### config.mk
export PLATFORM = sky130hd
export DESIGN_NAME = uart_rx_buffered_flat
export DESIGN_NICKNAME = d
export VERILOG_FILES = /design/src/rtl/uart_rx_buffered_if.sv /design/src/rtl/uart_rx_buffered.sv /design/src/flat_wrapper.sv
export SDC_FILE = /design/constraint.sdc
export NUM_CORES = 1
export LEC_CHECK = 0
export CAP_MARGIN = 15
export CORE_MARGIN = 2
export CORE_UTILIZATION = 59
export CTS_CLUSTER_SIZE = 24
export DETAILED_ROUTE_END_ITERATION = 16
export DONT_BUFFER_PORTS = 1
export HOLD_SLACK_MARGIN = 0.06
export PLACE_DENSITY = 0.75
export SYNTH_ARGS = -nofsm -noshare
export SYNTH_HDL_FRONTEND = slang
export SYNTH_SLANG_ARGS = --single-unit
### constraint.sdc
create_clock -name clk -period 7.1 [get_ports clk]
set_input_delay 1.065 -clock clk [delete_from_list [all_inputs] [get_ports clk]]
set_output_delay 1.065 -clock clk [all_outputs]
set_load 0.03 [all_outputs]
### src/rtl/uart_rx_buffered_if.sv
// Bus-side interface of the buffered UART receiver: FIFO read port and status flags.
// parity_error exists only when UART_RX_PARITY_EN is defined.
`timescale 1ns/1ps
interface uart_rx_buffered_if;
    logic       read_en;
    logic       clear_flags;
    logic [7:0] data_out;
    logic       empty;
    logic       full;
    logic       overflow;
    logic       frame_error;
`ifdef UART_RX_PARITY_EN
    logic       parity_error;

    modport master (output read_en, clear_flags,
                    input  data_out, empty, full, overflow, frame_error, parity_error);
    modport slave  (input  read_en, clear_flags,
                    output data_out, empty, full, overflow, frame_error, parity_error);
`else
    modport master (output read_en, clear_flags,
                    input  data_out, empty, full, overflow, frame_error);
    modport slave  (input  read_en, clear_flags,
                    output data_out, empty, full, overflow, frame_error);
`endif
endinterface

### src/rtl/uart_rx_buffered.sv
// UART receiver (8N1, LSB first) feeding a first-word-fall-through receive FIFO.
// Define UART_RX_PARITY_EN for 8E1 framing with a parity_error pulse.
`timescale 1ns/1ps
module uart_rx_buffered #(
    parameter int CLOCK_FREQ  = 25000000,
    parameter int BIT_RATE    = 115200,
    parameter int BUFFER_SIZE = 16
) (
    input  logic               clk,
    input  logic               reset,
    input  logic               rx,
    uart_rx_buffered_if.slave  bus
);
    localparam int CLKS_PER_BIT = CLOCK_FREQ / BIT_RATE;
    localparam int CNT_W = (CLKS_PER_BIT > 2) ? $clog2(CLKS_PER_BIT) : 1;
    localparam int PTR_W = $clog2(BUFFER_SIZE);
    localparam logic [CNT_W-1:0] BIT_END  = CNT_W'(CLKS_PER_BIT - 1);
    localparam logic [CNT_W-1:0] HALF_END = CNT_W'(CLKS_PER_BIT / 2 - 1);
    localparam logic [PTR_W:0]   DEPTH    = (PTR_W+1)'(BUFFER_SIZE);

`ifdef UART_RX_PARITY_EN
    typedef enum logic [2:0] {IDLE, START, DATA, PARITY, STOP, BREAK} state_t;
`else
    typedef enum logic [2:0] {IDLE, START, DATA, STOP, BREAK} state_t;
`endif

    state_t           state;
    logic             rx_p0, rx_p1;
    logic [CNT_W-1:0] baud_cnt;
    logic [2:0]       bit_idx;
    logic [7:0]       shift;
    logic             push_req;
    logic             frame_error_q;
    logic             overflow_q;
    logic [PTR_W-1:0] rd_ptr, wr_ptr;
    logic [PTR_W:0]   count;
    logic [7:0]       mem [BUFFER_SIZE];
    logic             rx_s, data_sample, do_push, do_pop;
`ifdef UART_RX_PARITY_EN
    logic             parity_bad, parity_error_q;
`endif

    // stage p0/p1: metastability chain, preset to the idle level
    always_ff @(posedge clk or negedge reset) begin
        if (!reset) begin
            rx_p0 <= 1'b1;
            rx_p1 <= 1'b1;
        end else begin
            rx_p0 <= rx;
            rx_p1 <= rx_p0;
        end
    end

    assign rx_s        = rx_p1;
    assign data_sample = (state == DATA) && (baud_cnt == BIT_END);

    always_ff @(posedge clk or negedge reset) begin
        if (!reset) begin
            state         <= IDLE;
            baud_cnt      <= '0;
            bit_idx       <= '0;
            push_req      <= 1'b0;
            frame_error_q <= 1'b0;
`ifdef UART_RX_PARITY_EN
            parity_bad     <= 1'b0;
            parity_error_q <= 1'b0;
`endif
        end else begin
            push_req      <= 1'b0;
            frame_error_q <= 1'b0;
`ifdef UART_RX_PARITY_EN
            parity_error_q <= 1'b0;
`endif
            case (state)
                IDLE: if (!rx_s) begin
                    state    <= START;
                    baud_cnt <= '0;
                end
                START: if (baud_cnt == HALF_END) begin
                    baud_cnt <= '0;
                    bit_idx  <= '0;
                    state    <= rx_s ? IDLE : DATA;
                end else baud_cnt <= baud_cnt + 1'b1;
                DATA: if (baud_cnt == BIT_END) begin
                    baud_cnt <= '0;
                    bit_idx  <= bit_idx + 1'b1;
`ifdef UART_RX_PARITY_EN
                    if (bit_idx == 3'd7) state <= PARITY;
`else
                    if (bit_idx == 3'd7) state <= STOP;
`endif
                end else baud_cnt <= baud_cnt + 1'b1;
`ifdef UART_RX_PARITY_EN
                // even parity: data bits plus parity bit must XOR to zero
                PARITY: if (baud_cnt == BIT_END) begin
                    baud_cnt       <= '0;
                    parity_bad     <= ^{shift, rx_s};
                    parity_error_q <= ^{shift, rx_s};
                    state          <= STOP;
                end else baud_cnt <= baud_cnt + 1'b1;
`endif
                STOP: if (baud_cnt == BIT_END) begin
                    baud_cnt <= '0;
                    if (rx_s) begin
`ifdef UART_RX_PARITY_EN
                        push_req <= !parity_bad;
`else
                        push_req <= 1'b1;
`endif
                        state    <= IDLE;
                    end else begin
                        frame_error_q <= 1'b1;
                        state         <= BREAK;
                    end
                end else baud_cnt <= baud_cnt + 1'b1;
                // a line held low must return high before another start bit counts
                BREAK: if (rx_s) state <= IDLE;
                default: state <= IDLE;
            endcase
        end
    end

    always_ff @(posedge clk) begin
        if (data_sample) shift <= {rx_s, shift[7:1]};
    end

    // stage p2: FIFO update, one cycle after the stop-bit sample
    assign do_pop  = bus.read_en && (count != '0);
    assign do_push = push_req && ((count != DEPTH) || do_pop);

    always_ff @(posedge clk or negedge reset) begin
        if (!reset) begin
            rd_ptr     <= '0;
            wr_ptr     <= '0;
            count      <= '0;
            overflow_q <= 1'b0;
        end else begin
            if (do_push) wr_ptr <= wr_ptr + 1'b1;
            if (do_pop)  rd_ptr <= rd_ptr + 1'b1;
            count <= count + {{PTR_W{1'b0}}, do_push} - {{PTR_W{1'b0}}, do_pop};
            if (push_req && !do_push)  overflow_q <= 1'b1;
            else if (bus.clear_flags)  overflow_q <= 1'b0;
        end
    end

    always_ff @(posedge clk) begin
        if (do_push) mem[wr_ptr] <= shift;
    end

    assign bus.data_out    = (count == '0) ? 8'h00 : mem[rd_ptr];
    assign bus.empty       = (count == '0);
    assign bus.full        = (count == DEPTH);
    assign bus.overflow    = overflow_q;
    assign bus.frame_error = frame_error_q;
`ifdef UART_RX_PARITY_EN
    assign bus.parity_error = parity_error_q;
`endif
endmodule

### src/flat_wrapper.sv
// flat-port wrapper written by rule: the top's interface ports become plain ports
module uart_rx_buffered_flat 
#(
    parameter int CLOCK_FREQ  = 25000000,
    parameter int BIT_RATE    = 115200,
    parameter int BUFFER_SIZE = 16
)
  (clk, reset, rx, bus_read_en, bus_clear_flags, bus_data_out, bus_empty, bus_full, bus_overflow, bus_frame_error);
  uart_rx_buffered_if bus_i ();
  input  logic clk;
  input  logic reset;
  input  logic rx;
  input wire logic [$bits(bus_i.read_en)-1:0] bus_read_en;
  input wire logic [$bits(bus_i.clear_flags)-1:0] bus_clear_flags;
  output wire logic [$bits(bus_i.data_out)-1:0] bus_data_out;
  output wire logic [$bits(bus_i.empty)-1:0] bus_empty;
  output wire logic [$bits(bus_i.full)-1:0] bus_full;
  output wire logic [$bits(bus_i.overflow)-1:0] bus_overflow;
  output wire logic [$bits(bus_i.frame_error)-1:0] bus_frame_error;
  assign bus_i.read_en = bus_read_en;
  assign bus_i.clear_flags = bus_clear_flags;
  assign bus_data_out = bus_i.data_out;
  assign bus_empty = bus_i.empty;
  assign bus_full = bus_i.full;
  assign bus_overflow = bus_i.overflow;
  assign bus_frame_error = bus_i.frame_error;
  uart_rx_buffered #(.CLOCK_FREQ(CLOCK_FREQ), .BIT_RATE(BIT_RATE), .BUFFER_SIZE(BUFFER_SIZE)) u_core (.clk(clk), .reset(reset), .rx(rx), .bus(bus_i));
endmodule
==> results.cfg, run 1 <==
[run_status]
status = complete, no violations

[timing]
slew_headroom = 0.217
drv_slew = 0
post-route-min-period_ps = 3840
max_freq_ghz = 0.260
skew_ps = 7.62
tns_ps = 0
rsz0062_at_grt = false
worst_slew_pin_slew_ps = 1170
final_hold_viol_count = 0
setup_viol = 0
period_share = 0.541
worst_slack_ps = 3260

[critical_path]
path_buf_inv = 1
slowest_delay_ps = 940
crit_path_start_kind = register
cp_data_required_time_ps = 6030
slowest_stage = nor4b_2
critical_path.cell_chain = inv_1 -> ha_1 -> nor4b_2 -> nand2b_1 -> o22ai_1
critPathCaptureType = output pin
cp_max_fo = 8
arrival_ps = 2780
critPathKind = register to output pin
critPathTopFamily = simple AND/OR/NAND/NOR gates

[placement]
dpl_cell_area_um2 = 7100
hpwlAfterDp_mm = 7.89
dp_slack_ps = 3710
gp_congestion = 0.867
io_buffers = 0
dp_cells = 534

[logic_synthesis]
ys_async_sr_fraction = 0.190
synth-seq-cells = 168
synth_ff_type = edfxtp_1
synth_warnings = 0
syn_area_per_cell_um2 = 17.3
synth_edf_count = 136
synthCells = 403
syn_area_um2 = 6960
ys_seq_area_frac = 0.702
ys_types = 51
synth_fp_nets = 424

[floorplanning]
core-area_um2 = 11500
die_h_um = 113
initial_utilization = 0.607
io_pins = 17
die_w_um = 113
die_area_um2 = 12700
fp-row-count = 39

[finish]
fin_cells = 566
final_cell_mix = 136 x edfxtp_1, 32 x mux4_2, 29 x dfrtp_1
areaGrowthSynthToFinish_pct = 10.3
layout_commonest_cell = edfxtp_1
final_area_um2 = 7680
final_nets = 431
drive_above_1_share = 0.191
fillCellCount = 740
antenna_cells = 0

[power_and_ir_drop]
p_int_uw = 1890
p_clk_frac = 0.335
p_leak_uw = 0.00266
swShare = 0.297
worst_ir_drop_vdd_mv = 0.253
power_frac_comb = 0.243
power_density_nw_per_um2 = 350
power_frac_seq = 0.422
p_switching_uw = 798

[clocking]
cts_root_buf = clkbuf_16
cts_tree = done
htree_levels = 4
cts.sinks = 168
clock_latency_ps = 430
ctsResizeCount = 0
holdBufCountCts = 0
cts_setup_buffers = 0
clockBufferDepth = 2
clk_pin_slew_ps = 60
cts_buffers = 17

[global_route]
grt_overflow = 0
grt_max_degree = 36
grt_pass1_vias = 3635
grt_pass1_wl_mm = 20.0
grtUsageTotal = 0.218
antenna_found_initial = 0

[drt]
routed_wl_mm = 12.8
drc = 0
viasPerCell = 6.20
drt_iter0_drc = 319
wl_per_cell_um = 22.7
vias = 3512
drtPass1Iterations = 5
detail-route-antenna-nets = 0

[min_path]
hold_class = primary input to async pin

[run]
maxCapViolCount = 0
## area by class of cell
class                   count  area, um2  area share
well taps                 143        179      0.0233
repair buffers              6       45.0     0.00586
multi-input cells         197       1920       0.250
clock buffers              18        429      0.0559
clock inverters            14        149      0.0194
inverters                  20       75.1     0.00977
flip-flops and latches    168       4890       0.636
## Yosys cell counts (2+ instances only)
cell	count	area share
ha_1	15	0.027
buf_1	4	0.0022
xnor2_1	7	0.0088
nor2_1	21	0.011
nand2b_1	3	0.0027
dfstp_2	2	0.0075
and2_1	2	0.0018
nand2_1	21	0.011
nand4b_1	2	0.0025
o21ai_0	6	0.0043
a21o_1	3	0.0032
mux4_2	32	0.10
nand4_1	2	0.0018
and2b_1	2	0.0022
nor3_1	9	0.0065
dfrtp_1	30	0.11
mux2i_1	20	0.029
inv_1	20	0.011
a21oi_1	7	0.0050
clkbuf_1	6	0.0032
edfxtp_1	136	0.59
o22ai_1	9	0.0081
o211ai_1	5	0.0054
xor2_1	3	0.0038
buf_2	5	0.0036
nand3_1	4	0.0029
buf_4	3	0.0032
## worst paths after layout
check                           slack, ps             from                  to  cells after the start
min in group clk                      360     u_core.rx_p0        u_core.rx_p1                      0
worst min-delay path                  330            reset  u_core.baud_cnt[5]                      0
max in group asynchronous            6590            reset        u_core.rx_p0                      0
worst max-delay path                 3260  u_core.count[2]     bus_data_out[4]                      5
worst min register to register        360     u_core.rx_p0        u_core.rx_p1                      0
worst max register to register       3730  u_core.count[2]     u_core.count[4]                     12
## stage by stage
stage	hold slack, ps	total power [uW]	utilization
after floorplan	345	1700	-
after global placement	347	1810	0.620
after detailed placement	353	1820	0.620
after CTS	312	2710	0.670
after global routing	310	2800	0.670
final	326	2690	0.670
## cell families (layout without fill, tap and decap cells)
kind of cell             Yosys count  in the layout  synth area share
adder cells (fa/ha/maj)           16             16            0.0298
AND/OR/NAND/NOR                   77             77            0.0582
buffers and inverters             38             58            0.0230
XOR/XNOR                          10             10            0.0126
flip-flops                       168            168             0.702
AO/OA/AOI/OAI                     40             40            0.0386
multiplexers                      54             54             0.136
## power groups by stage
| stage | combinational, uW | sequential (uW) | clock (uW) |
|---|---|---|---|
| finish | 654 | 1140 | 899 |
| global route | 708 | 1140 | 947 |
| global placement | 653 | 1150 | 0 |
| CTS | 665 | 1140 | 913 |
| floorplan | 582 | 1120 | 0 |
| detailed placement | 663 | 1160 | 0 |
## per-layer routing
metal | vias up | global-route usage | part of all wire
met5 | - | 0 | 0
met4 | 0 | 0.0813 | 0.018
met3 | 18 | 0.0734 | 0.077
met2 | 140 | 0.335 | 0.49
met1 | 1780 | 0.295 | 0.41
li1 | 1574 | - | -
## registers in the layout (all words and copies together) (netlist names)
signal and count:
u_core.bit_idx 3, u_core.shift 8, u_core.state 3, u_core.baud_cnt 8, u_core.bus.frame_error 1, u_core.count 5
u_core.mem 128, u_core.rd_ptr 4, u_core.bus.overflow 1, u_core.push_req 1, u_core.rx_p1 1, u_core.rx_p0 1
u_core.wr_ptr 4
Power figures use the tool's default switching activity.
==> inputs of run 2 (changes only) <==
==> constraint.sdc (replaced) <==
create_clock -name clk -period 3.55 [get_ports clk]
set_input_delay 0.5325 -clock clk [delete_from_list [all_inputs] [get_ports clk]]
set_output_delay 0.5325 -clock clk [all_outputs]
set_load 0.03 [all_outputs]
==> run 2 against run 1 <==
First-iteration DRC count is 40% higher. Critical path depth did not move. Via count increased by 1.6%. Clock-buffer cell count is 1 lower. Core utilization grew 1.5 points. Sequential share of layout area is 1.4 points lower. Sequential cell count unchanged. Clock skew increased by 3.1 ps. Wire length rose by 1.9%. Critical path type unchanged. Critical endpoint is now bus_data_out[3]. Largest power group unchanged. Highest routed layer unchanged.
==> results.cfg, run 2 (synthesis gave the netlist of run 1 again) <==
[drt]
detail-route-antenna-nets = 0
routed_wl_mm = 13.1
drc = 0
drtPass1Iterations = 7
drt_iter0_drc = 448
viasPerCell = 6.13
vias = 3569
wl_per_cell_um = 22.5

[timing]
slew_headroom = 0.408
fin_hold_ws_ps = 97.1
period_share = 0.841
setup_viol = 0
post-route-min-period_ps = 2990
skew_ps = 10.7
worst_slew_pin_slew_ps = 885
max_freq_ghz = 0.335
rsz0062_at_grt = false
worst_slack_ps = 563
drv_slew = 0
final_hold_viol_count = 0
tns_ps = 0

[power_and_ir_drop]
swShare = 0.306
p_switching_uw = 1690
power_frac_comb = 0.252
worst_ir_drop_vdd_mv = 0.621
p_leak_uw = 0.00277
p_int_uw = 3820
power_density_nw_per_um2 = 701
p_clk_frac = 0.332
power_frac_seq = 0.416
power_uw = 5510

[finish]
final_cell_mix = 136 x edfxtp_1, 32 x mux4_2, 29 x dfrtp_1
reg_top3 = u_core.mem: 128 flops, u_core.baud_cnt: 8 flops, u_core.shift: 8 flops
largest_register_ffs = 128
largest-register = u_core.mem
final_nets = 447
antenna_cells = 0
layout_commonest_cell = edfxtp_1
areaGrowthSynthToFinish_pct = 12.8
drive_above_1_share = 0.223

[run]
maxCapViolCount = 0

[critical_path]
critPathKind = register to output pin
cp_max_fo = 20
critPathCaptureType = output pin
crit_path_start_kind = register
arrival_ps = 2450
cp_data_required_time_ps = 3020

[floorplanning]
die_area_um2 = 12700
io_pins = 17
die_h_um = 113
die_w_um = 113
core-area_um2 = 11500
fp-row-count = 39
initial_utilization = 0.607

[placement]
gp_congestion = 0.831
io_buffers = 0
hpwlAfterDp_mm = 8.17
dp_slack_ps = 893

[min_path]
hold_class = primary input to register

[clocking]
clockBufferDepth = 2
cts_tree = done
clock_latency_ps = 430
cts.sinks = 168
clk_pin_slew_ps = 70
cts_setup_buffers = 0
cts_buffers = 17
holdBufCountCts = 2
ctsResizeCount = 0
cts_root_buf = clkbuf_16
htree_levels = 4

[global_route]
grt_pass1_wl_mm = 20.3
grt_max_degree = 36
grt_overflow = 0
grtUsageTotal = 0.222
grt_pass1_vias = 3663
antenna_found_initial = 0

[run_status]
status = complete, no violations
-- run 2: stage by stage --
step | util | cell area, um2 | cells
CTS | 0.685 | 7850 | 582
floorplan | - | 6960 | 403
detailed placement | 0.630 | 7220 | 548
finish | 0.685 | 7850 | 582
global placement | 0.630 | 7220 | 548
global route | 0.685 | 7850 | 582
-- run 2: power by group through the flow --
| stage | clock network, uW | registers (uW) | logic [uW] |
|---|---|---|---|
| final | 1830 | 2290 | 1390 |
| after global routing | 1930 | 2310 | 1490 |
| after CTS | 1850 | 2300 | 1410 |
| after detailed placement | 0 | 2340 | 1380 |
| after global placement | 0 | 2330 | 1370 |
| after floorplan | 0 | 2240 | 1160 |
-- run 2: area by class of cell --
class / count / area, um2
Tap cell: 143 / 179
Fill cell: 705 / 3610
Timing Repair Buffer: 22 / 193
Clock buffer: 17 / 425
Multi-Input combinational cell: 197 / 1920
Sequential cell: 168 / 4890
Inverter: 20 / 75.1
Clock inverter: 15 / 176
-- run 2: critical path, stage by stage (launching register included) --
cell     delay [ps]
dfrtp_2         730
buf_12          270
mux4_2          550
mux2i_1         160
o22ai_1         110
buf_4           190
-- run 2: final timing paths --
kind | start | to | slack, ps | cells past startpoint
max in group asynchronous | reset | u_core.rx_p0 | 2760 | 2
setup / recovery | u_core.rd_ptr[0] | bus_data_out[3] | 560 | 5
setup reg to reg | u_core.count[2] | u_core.count[4] | 830 | 12
min in group asynchronous | reset | u_core.baud_cnt[5] | 530 | 2
hold / removal | rx | u_core.rx_p0 | 100 | 0
hold reg to reg | u_core.rx_p0 | u_core.rx_p1 | 360 | 0
-- run 2: layer usage --
| layer | routed length [um] | vias up | track usage |
|---|---|---|---|
| met3 | 1110 | 12 | 0.0648 |
| met5 | 0 | - | 0 |
| met2 | 6160 | 139 | 0.329 |
| met4 | 166 | 0 | 0.0683 |
| met1 | 5640 | 1809 | 0.328 |
| li1 | - | 1609 | - |
==> inputs of run 3 (changes only) <==
--- a/config.mk
+++ b/config.mk
@@ -5,9 +5,10 @@
 export SDC_FILE = /design/constraint.sdc
 export NUM_CORES = 1
 export LEC_CHECK = 0
+export ABC_AREA = 1
 export CAP_MARGIN = 15
 export CORE_MARGIN = 2
-export CORE_UTILIZATION = 59
+export CORE_UTILIZATION = 57
 export CTS_CLUSTER_SIZE = 24
 export DETAILED_ROUTE_END_ITERATION = 16
 export DONT_BUFFER_PORTS = 1
==> constraint.sdc (replaced) <==
create_clock -name clk -period 2.5 [get_ports clk]
set_input_delay 0.375 -clock clk [delete_from_list [all_inputs] [get_ports clk]]
set_output_delay 0.375 -clock clk [all_outputs]
set_load 0.03 [all_outputs]
==> run 3 against run 2 <==
The run now ends with negative setup slack left. Core utilization decreased by 0.87 points. Sequential cell count is the same. Final area up 7.8%. Wire length rose by 30%. Total power up 68%. Largest power group is now combinational cells. Highest routed layer unchanged.
==> results.cfg, run 3 <==
[global_route]
antenna_found_initial = 0
grtUsageTotal = 0.251
grt_max_degree = 45
grt_pass1_vias = 4740
grt_overflow = 0
grt_pass1_wl_mm = 24.9

[finish]
drive_above_1_share = 0.134
layout_commonest_cell = nand2_1
largest-register = u_core.mem
areaGrowthSynthToFinish_pct = 16.4
final_cell_mix = 209 x nand2_1, 136 x edfxtp_1, 104 x nand3_1
final_nets = 726
final_area_um2 = 8460
fin_cells = 890
reg_top3 = u_core.mem: 128 flops, u_core.baud_cnt: 8 flops, u_core.shift: 8 flops
largest_register_ffs = 128
antenna_cells = 0

[placement]
io_buffers = 0
hpwlAfterDp_mm = 9.83
dp_cells = 847
gp_congestion = 0.873
dpl_cell_area_um2 = 7570

[floorplanning]
die_area_um2 = 13700
die_w_um = 117
die_h_um = 117
fp-row-count = 41
io_pins = 17
core-area_um2 = 12500
initial_utilization = 0.581

[critical_path]
cp_max_fo = 11
crit_path_start_kind = register
cp_data_required_time_ps = 2120
crit_path_start = u_core.rd_ptr[0]
critPathKind = register to output pin
critPathCaptureType = output pin
arrival_ps = 2140
r2r-start = u_core.count[2]

[drt]
viasPerCell = 5.65
drt_iter0_drc = 576
vias = 5029
drtPass1Iterations = 6
routed_wl_mm = 17.0
drc = 0
detail-route-antenna-nets = 0
wl_per_cell_um = 19.1

[run]
maxCapViolCount = 0

[min_path]
hold_class = primary input to register
hold_start = bus_read_en

[logic_synthesis]
synth_ff_type = edfxtp_1
ys_types = 29
synth_warnings = 0
syn_area_um2 = 7270
synth_top_area_share = 0.562
synth-seq-cells = 168
ys_top_cells_by_area = edfxtp_1 56%, nand2_1 11%, dfrtp_1 10%
syn_area_per_cell_um2 = 10.8
synthCells = 672
synth.most_common_cell = nand2_1
ys_seq_area_frac = 0.672
synth_commonest_cells = 212 x nand2_1, 136 x edfxtp_1, 110 x nand3_1
synth_fp_nets = 693
synth_edf_count = 136
yosysTopAreaCell = edfxtp_1
ys_async_sr_fraction = 0.190

[clocking]
clk_pin_slew_ps = 60
clock_latency_ps = 440
clockBufferDepth = 2
htree_levels = 4
cts_buffers = 17
cts.sinks = 168
cts_tree = done
cts_root_buf = clkbuf_16

[timing]
tns_ps = -11.6
final_hold_viol_count = 0
worst_slack_ps = -11.6
max_freq_ghz = 0.398
drv_slew = 0
post-route-min-period_ps = 2510
skew_ps = 10.4
setup_viol = 1
worst_slew_pin_slew_ps = 898
rsz0062_at_grt = true
slew_headroom = 0.399
period_share = 1.00

[run_status]
status = finished, violations left
violations = negative setup slack

[power_and_ir_drop]
worst_ir_drop_vdd_mv = 0.452
power_density_nw_per_um2 = 1100
p_leak_uw = 0.00338
power_uw = 9280
[run 3: cell count changes in the layout (fill, tap and decap cells not counted), moves of 18 or more]
cell,delta
mux4_2,-32
nand2_1,+188
nor2_1,+20
nand3_1,+100
mux2i_1,-20
inv_1,+18
[run 3: metal layers]
metal | track usage | part of all wire | vias up
li1 | - | - | 2344
met1 | 0.321 | 0.39 | 2427
met2 | 0.417 | 0.51 | 206
met3 | 0.0572 | 0.074 | 52
met4 | 0.100 | 0.031 | 0
met5 | 0 | 0 | -
[run 3: area by class of cell]
type	count	area, um2
clock buffers	20	437
repair buffers	39	433
clock inverters	12	174
multi-input cells	434	2140
inverters	45	173
flip-flops and latches	168	4890
fillers	913	4050
well taps	172	215
[run 3: cell families (layout without fill, tap and decap cells)]
family | count (synthesis) | count (layout) | synth area share
fa+ha+maj | 16 | 16 | 0.0286
buf+inv | 70 | 116 | 0.0432
simple gates | 381 | 381 | 0.224
flops | 168 | 168 | 0.672
compound gates | 24 | 24 | 0.0169
xor+xnor | 13 | 13 | 0.0157
[run 3: worst paths after layout]
path | endpoint | slack (ps) | cells after the start
max | bus_data_out[4] | -10 | 10
min | u_core.rd_ptr[0] | 90 | 2
max reg2reg | u_core.count[4] | 70 | 13
min reg2reg | u_core.rx_p1 | 360 | 0
max in group asynchronous | u_core.rx_p0 | 1810 | 2
min in group asynchronous | u_core.rd_ptr[2] | 430 | 2
[run 3: worst max-delay path, stage by stage (launching register included)]
cell and delay (ps):
dfrtp_2 440, clkinvlp_4 130, buf_12 150, buf_8 160
nand2_1 60, nand3_1 80, nand3_1 150, nand2_1 140
nand2_1 60, a21oi_1 130, buf_4 190
[run 3: power breakdown]
group / internal (uW) / switching [uW]
Clock: 1670 / 1050
Sequential: 3070 / 81.8
Combinational: 1250 / 2150
Total: 5990 / 3290
[run 3: metrics by stage]
step	util	setup slack [ps]	hold WS, ps
floorplan	-	136	79.4
global placement	0.605	128	80.1
detailed placement	0.605	16.6	79.9
CTS	0.658	14.0	111
global route	0.676	-79.0	82.5
finish	0.676	-11.6	91.9
[run 3: what timing repair did]
action	CTS	global route
gates cloned	0	5
hold buffers	4	0
buffers inserted	0	2
pin swaps	0	5
resized for setup	1	28
setup endpoints to repair	1	6
endpoints found under the hold margin	34	0
